**src/rtl/run_pkg.sv**
```systemverilog
// Shared types and default parameters for the run sequencer.
package run_pkg;

  typedef enum logic [2:0] {
    IDLE,
    RST,
    LAUNCH,
    RUN,
    FIN
  } run_state_t;

  localparam int DEF_NUM_PROGS  = 3;
  localparam int DEF_RST_CYCLES = 2;
  localparam int DEF_TIMEOUT    = 100000;
  localparam int DEF_CYC_W      = 32;

endpackage

```
**src/rtl/run_sequencer_cycle_counter.sv**
```systemverilog
// Up-counter with synchronous clear; clear has priority over enable.
module cycle_counter #(
  parameter int W = 8
) (
  input  logic         clk,
  input  logic         reset,
  input  logic         clr,
  input  logic         en,
  output logic [W-1:0] count
);

  always_ff @(posedge clk) begin
    if (reset || clr) begin
      count <= '0;
    end else if (en) begin
      count <= count + W'(1);
    end
  end

endmodule

```
**src/rtl/run_sequencer.sv**
```systemverilog
// Run controller: for each program resets the core, launches it, watches for
// completion under a cycle watchdog and reports the per-program RUN cycle count.
module run_sequencer
  import run_pkg::*;
#(
  parameter  int NUM_PROGS  = DEF_NUM_PROGS,
  parameter  int RST_CYCLES = DEF_RST_CYCLES,
  parameter  int TIMEOUT    = DEF_TIMEOUT,
  parameter  int CYC_W      = DEF_CYC_W,
  localparam int PROG_W     = (NUM_PROGS > 1) ? $clog2(NUM_PROGS) : 1
) (
  input  logic              clk,
  input  logic              reset,
  input  logic              req,
  output logic              core_reset,
  output logic              core_req,
  input  logic              core_done,
  output logic [PROG_W-1:0] prog_sel,
  output logic              busy,
  output logic              res_valid,
  output logic [PROG_W-1:0] res_prog,
  output logic [CYC_W-1:0]  res_cycles,
  output logic              done,
  output logic              timeout
);

  localparam int RST_W = $clog2(RST_CYCLES + 1);

  run_state_t state_reg, state_next;
  logic [PROG_W-1:0] prog_reg, prog_next;
  logic done_reg, done_next;
  logic timeout_reg, timeout_next;
  logic res_valid_reg, res_valid_next;
  logic [PROG_W-1:0] res_prog_reg, res_prog_next;
  logic [CYC_W-1:0] res_cycles_reg, res_cycles_next;

  logic rst_clr, rst_en, run_clr, run_en;
  logic [RST_W-1:0] rst_count;
  logic [CYC_W-1:0] run_count;
  logic [CYC_W-1:0] run_now;

  cycle_counter #(.W(RST_W)) u_rst_counter (
    .clk   (clk),
    .reset (reset),
    .clr   (rst_clr),
    .en    (rst_en),
    .count (rst_count)
  );

  cycle_counter #(.W(CYC_W)) u_run_counter (
    .clk   (clk),
    .reset (reset),
    .clr   (run_clr),
    .en    (run_en),
    .count (run_count)
  );

  // Register holds completed RUN cycles; the current cycle is included here.
  assign run_now = run_count + CYC_W'(1);

  always_ff @(posedge clk) begin
    if (reset) begin
      state_reg      <= IDLE;
      prog_reg       <= '0;
      done_reg       <= 1'b0;
      timeout_reg    <= 1'b0;
      res_valid_reg  <= 1'b0;
      res_prog_reg   <= '0;
      res_cycles_reg <= '0;
    end else begin
      state_reg      <= state_next;
      prog_reg       <= prog_next;
      done_reg       <= done_next;
      timeout_reg    <= timeout_next;
      res_valid_reg  <= res_valid_next;
      res_prog_reg   <= res_prog_next;
      res_cycles_reg <= res_cycles_next;
    end
  end

  always_comb begin
    state_next      = state_reg;
    prog_next       = prog_reg;
    done_next       = done_reg;
    timeout_next    = timeout_reg;
    res_valid_next  = 1'b0;
    res_prog_next   = res_prog_reg;
    res_cycles_next = res_cycles_reg;
    rst_clr         = 1'b0;
    rst_en          = 1'b0;
    run_clr         = 1'b0;
    run_en          = 1'b0;

    case (state_reg)
      IDLE: begin
        if (req) begin
          state_next   = RST;
          prog_next    = '0;
          done_next    = 1'b0;
          timeout_next = 1'b0;
          rst_clr      = 1'b1;
        end
      end
      RST: begin
        rst_en = 1'b1;
        if (rst_count == RST_W'(RST_CYCLES - 1)) begin
          state_next = LAUNCH;
        end
      end
      LAUNCH: begin
        run_clr    = 1'b1;
        state_next = RUN;
      end
      RUN: begin
        run_en = 1'b1;
        // Completion is checked first so it wins over a same-cycle watchdog expiry.
        if (core_done) begin
          res_valid_next  = 1'b1;
          res_prog_next   = prog_reg;
          res_cycles_next = run_now;
          if (prog_reg == PROG_W'(NUM_PROGS - 1)) begin
            state_next = FIN;
            done_next  = 1'b1;
          end else begin
            prog_next  = prog_reg + PROG_W'(1);
            state_next = RST;
            rst_clr    = 1'b1;
          end
        end else if (run_now == CYC_W'(TIMEOUT)) begin
          timeout_next = 1'b1;
          done_next    = 1'b1;
          state_next   = FIN;
        end
      end
      FIN: begin
        // done is raised on entry so it coincides with the last res_valid.
        state_next = IDLE;
      end
      default: begin
        state_next = IDLE;
      end
    endcase
  end

  assign core_reset = reset | (state_reg == RST);
  assign core_req   = (state_reg == LAUNCH);
  assign busy       = (state_reg != IDLE);
  assign prog_sel   = prog_reg;
  assign done       = done_reg;
  assign timeout    = timeout_reg;
  assign res_valid  = res_valid_reg;
  assign res_prog   = res_prog_reg;
  assign res_cycles = res_cycles_reg;

endmodule

```
**config.mk**
```make
export PLATFORM = sky130hd
export DESIGN_NAME = run_sequencer
export DESIGN_NICKNAME = d
export VERILOG_FILES = /design/src/rtl/run_pkg.sv /design/src/rtl/run_sequencer_cycle_counter.sv /design/src/rtl/run_sequencer.sv
export SDC_FILE = /design/constraint.sdc
export NUM_CORES = 1
export LEC_CHECK = 0
export CORE_MARGIN = 2
export CORE_UTILIZATION = 24
export DETAILED_ROUTE_END_ITERATION = 6
export GPL_TIMING_DRIVEN = 0
export PLACE_DENSITY_LB_ADDON = 0.3
export SLEW_MARGIN = 0
export SYNTH_ARGS = -nofsm -noshare
export SYNTH_HDL_FRONTEND = slang
export SYNTH_SLANG_ARGS = --single-unit
```
**constraint.sdc**
```tcl
create_clock -name clk -period 3.7 [get_ports clk]
set_clock_uncertainty 0.2 [all_clocks]
set_input_delay 1.11 -clock clk [delete_from_list [all_inputs] [get_ports clk]]
set_output_delay 1.11 -clock clk [all_outputs]
set_load 0.05 [all_outputs]
```
==> results of run 1 <==
[metal layers]
metal	wire, um	vias to the layer above	GRT usage [%]	part of all wire [%]
met1	5820	1888	18.9	46
met2	5720	128	23.2	45
met5	0	-	0	0
li1	-	1997	-	-
met4	186	0	4.21	1.5
met3	920	17	3.97	7.3
[cell families (layout without fill, tap and decap cells)]
| logic type | after synthesis | in the layout | share of synthesized area (%) |
|---|---|---|---|
| compound gates | 114 | 114 | 17.9 |
| xor+xnor | 27 | 27 | 5.82 |
| mux | 3 | 3 | 0.769 |
| flops | 76 | 76 | 37.4 |
| fa+ha+maj | 4 | 4 | 1.23 |
| simple gates | 263 | 263 | 31.2 |
| buf+inv | 54 | 115 | 5.63 |
[layout by cell type (no fill, tap or decap), types with 12 or more instances in the layout]
master | Yosys | final
o21ai_0 | 17 | 17
dfxtp_1 | 76 | 75
xor2_1 | 18 | 18
nand3_1 | 13 | 12
nor3_1 | 30 | 29
clkdlybuf4s50_1 | 0 | 43
nor2_1 | 91 | 91
nand2_1 | 71 | 71
a21oi_1 | 38 | 38
clkbuf_1 | 31 | 28
a211oi_1 | 28 | 28
[through the flow]
step	setup slack [ps]	TNS [ps]	cells	total power (W)	cell area (um^2)
after detailed placement	-679	-685	806	0.00134	4790
after floorplan	560	0	541	0.00117	4070
after CTS	34.5	0	822	0.00224	5100
after global routing	15.9	0	822	0.00231	5120
after global placement	-651	-660	806	0.00132	4790
final	84.9	0	822	0.00221	5120
[area by class of cell]
type / count / area [um^2] / share of cell area, %
Timing Repair Buffer: 45 / 448 / 8.76
Clock inverter: 6 / 63.8 / 1.25
Tap cell: 220 / 275 / 5.38
Inverter: 6 / 22.5 / 0.440
Buffer: 48 / 213 / 4.16
Multi-Input combinational cell: 411 / 2330 / 45.6
Clock buffer: 10 / 239 / 4.67
Sequential cell: 76 / 1520 / 29.8
[where the power goes]
part           leakage (nW)  internal, W  switching, W
Sequential            0.613     0.000848     0.0000248
Combinational         0.933     0.000122      0.000320
Clock                 0.144     0.000539      0.000360
[final timing paths]
kind                                        startpoint           end  slack (ps)  cells after the start
worst min register to register                 timeout       timeout         260                      2
worst max register to register  u_run_counter.count[1]  state_reg[1]         200                     11
worst max-delay path                             reset    core_reset          80                      4
worst min-delay path                           timeout       timeout         260                      2
[critical path: stages]
cell	delay [ps]
clkdlybuf4s50_1	450
buf_2	220
or2_2	310
buf_2	210
==> flow_metrics.env, run 1 <==
export IMPL_status="complete, no violations"
export IMPL_grt_usage_pct=14.4
export IMPL_cp_start_kind="input port"
export IMPL_worstPathArrival_ps=2310
export IMPL_die_area_mm2=0.0180
export IMPL_diodes=0
export IMPL_rsz0062_at_grt="no"
export IMPL_crit_fanout=10
export IMPL_synth_common_cells="nor2_1 (91), dfxtp_1 (76), nand2_1 (71)"
export IMPL_die_w_um=134
export IMPL_slew_headroom_pct=50.5
export IMPL_cap_violations=0
export IMPL_syn_avg_cell_area_um2=7.52
export IMPL_end_kind="primary output"
export IMPL_io_pins=46
export IMPL_ir_drop_mv=0.298
export IMPL_hold_viol=0
export IMPL_dp_hpwl_um=9240
export IMPL_max_freq_ghz=0.277
export IMPL_cts_max_level=3
export IMPL_portBuffers=45
export IMPL_wl_per_cell_um=15.4
export IMPL_grt_pass1_wl_um=20300
export IMPL_n_fill_cell=1762
export IMPL_cts_root_buffer_cell="clkbuf_16"
export IMPL_tritoncts="yes"
export IMPL_netlist_area_leader_share_pct=37.4
export IMPL_drc=0
export IMPL_drtAntennaViolNets=0
export IMPL_grt_pass1_vias=3864
export IMPL_grt_overflow=0
export IMPL_row_count=47
export IMPL_area_delta_synth_final_pct=25.8
export IMPL_drive_gt1_share_pct=9.30
export IMPL_start_util_pct=24.5
export IMPL_synth_ff_type="dfxtp_1"
export IMPL_yosysUniqueCellTypes=60
export IMPL_placeableCoreArea_mm2=0.0166
export IMPL_vias_per_cell=4.90
export IMPL_leakagePower_nw=1.69
export IMPL_synth_seq_area_share_pct=37.4
export IMPL_antenna_found_initial=0
export IMPL_netlist_area_mm2=0.00407
export IMPL_die_y_um=134
export IMPL_cts_resized=11
export IMPL_cts_buffers=9
export IMPL_drt_pass1_iter_count=5
export IMPL_clkSinkCount=76
export IMPL_grt_max_degree=14
export IMPL_ys_warn_count=0
export IMPL_max_slew_worst_pin_slew_ps=743
export IMPL_async_flop_share_pct=0
export IMPL_postCtsSetupBuffers=0
export IMPL_gp_congestion=0.849
export IMPL_power_per_cell_area_mw_per_mm2=433
export IMPL_setup_violations=0
export IMPL_period_minus_slack_ps=3620
export IMPL_syn_num_nets=549
export IMPL_route_final_wire_length_um=12600
export IMPL_holdCritPathClass="reg2reg"
export IMPL_holdWs_ps=261
export IMPL_slew_violations=0
export IMPL_final_util_pct=30.9
export IMPL_clock_latency_ps=350
export IMPL_syn_inst=541
export IMPL_path_clk_slew_ps=60
export IMPL_first_iter_violations=267
export IMPL_cp_required_ps=2390
export IMPL_yosys_area_top_type="dfxtp_1"
export IMPL_yosysMostFrequentCell="nor2_1"
export IMPL_period_share_pct=97.7
export IMPL_synth_area_leaders="dfxtp_1 (37%), nor2_1 (8.4%), nand2_1 (6.6%), a211oi_1 (5.2%), a21oi_1 (4.7%)"
export IMPL_vias=4030
export IMPL_layout_nets=605
export IMPL_cts_hold_buf=0
export IMPL_synth_edff_count=0
export IMPL_ys_seq_elements=76
export IMPL_crit_type="in2out"
export IMPL_cts_buffer_depth=2
No activity file was read; power rests on OpenSTA's default activity.
==> run 2, diff against run 1 <==
- CTS_CLUSTER_SIZE: not set -> 8
==> results of run 2 <==
The final DEF is identical to that of run 1; final timing and power are the same.
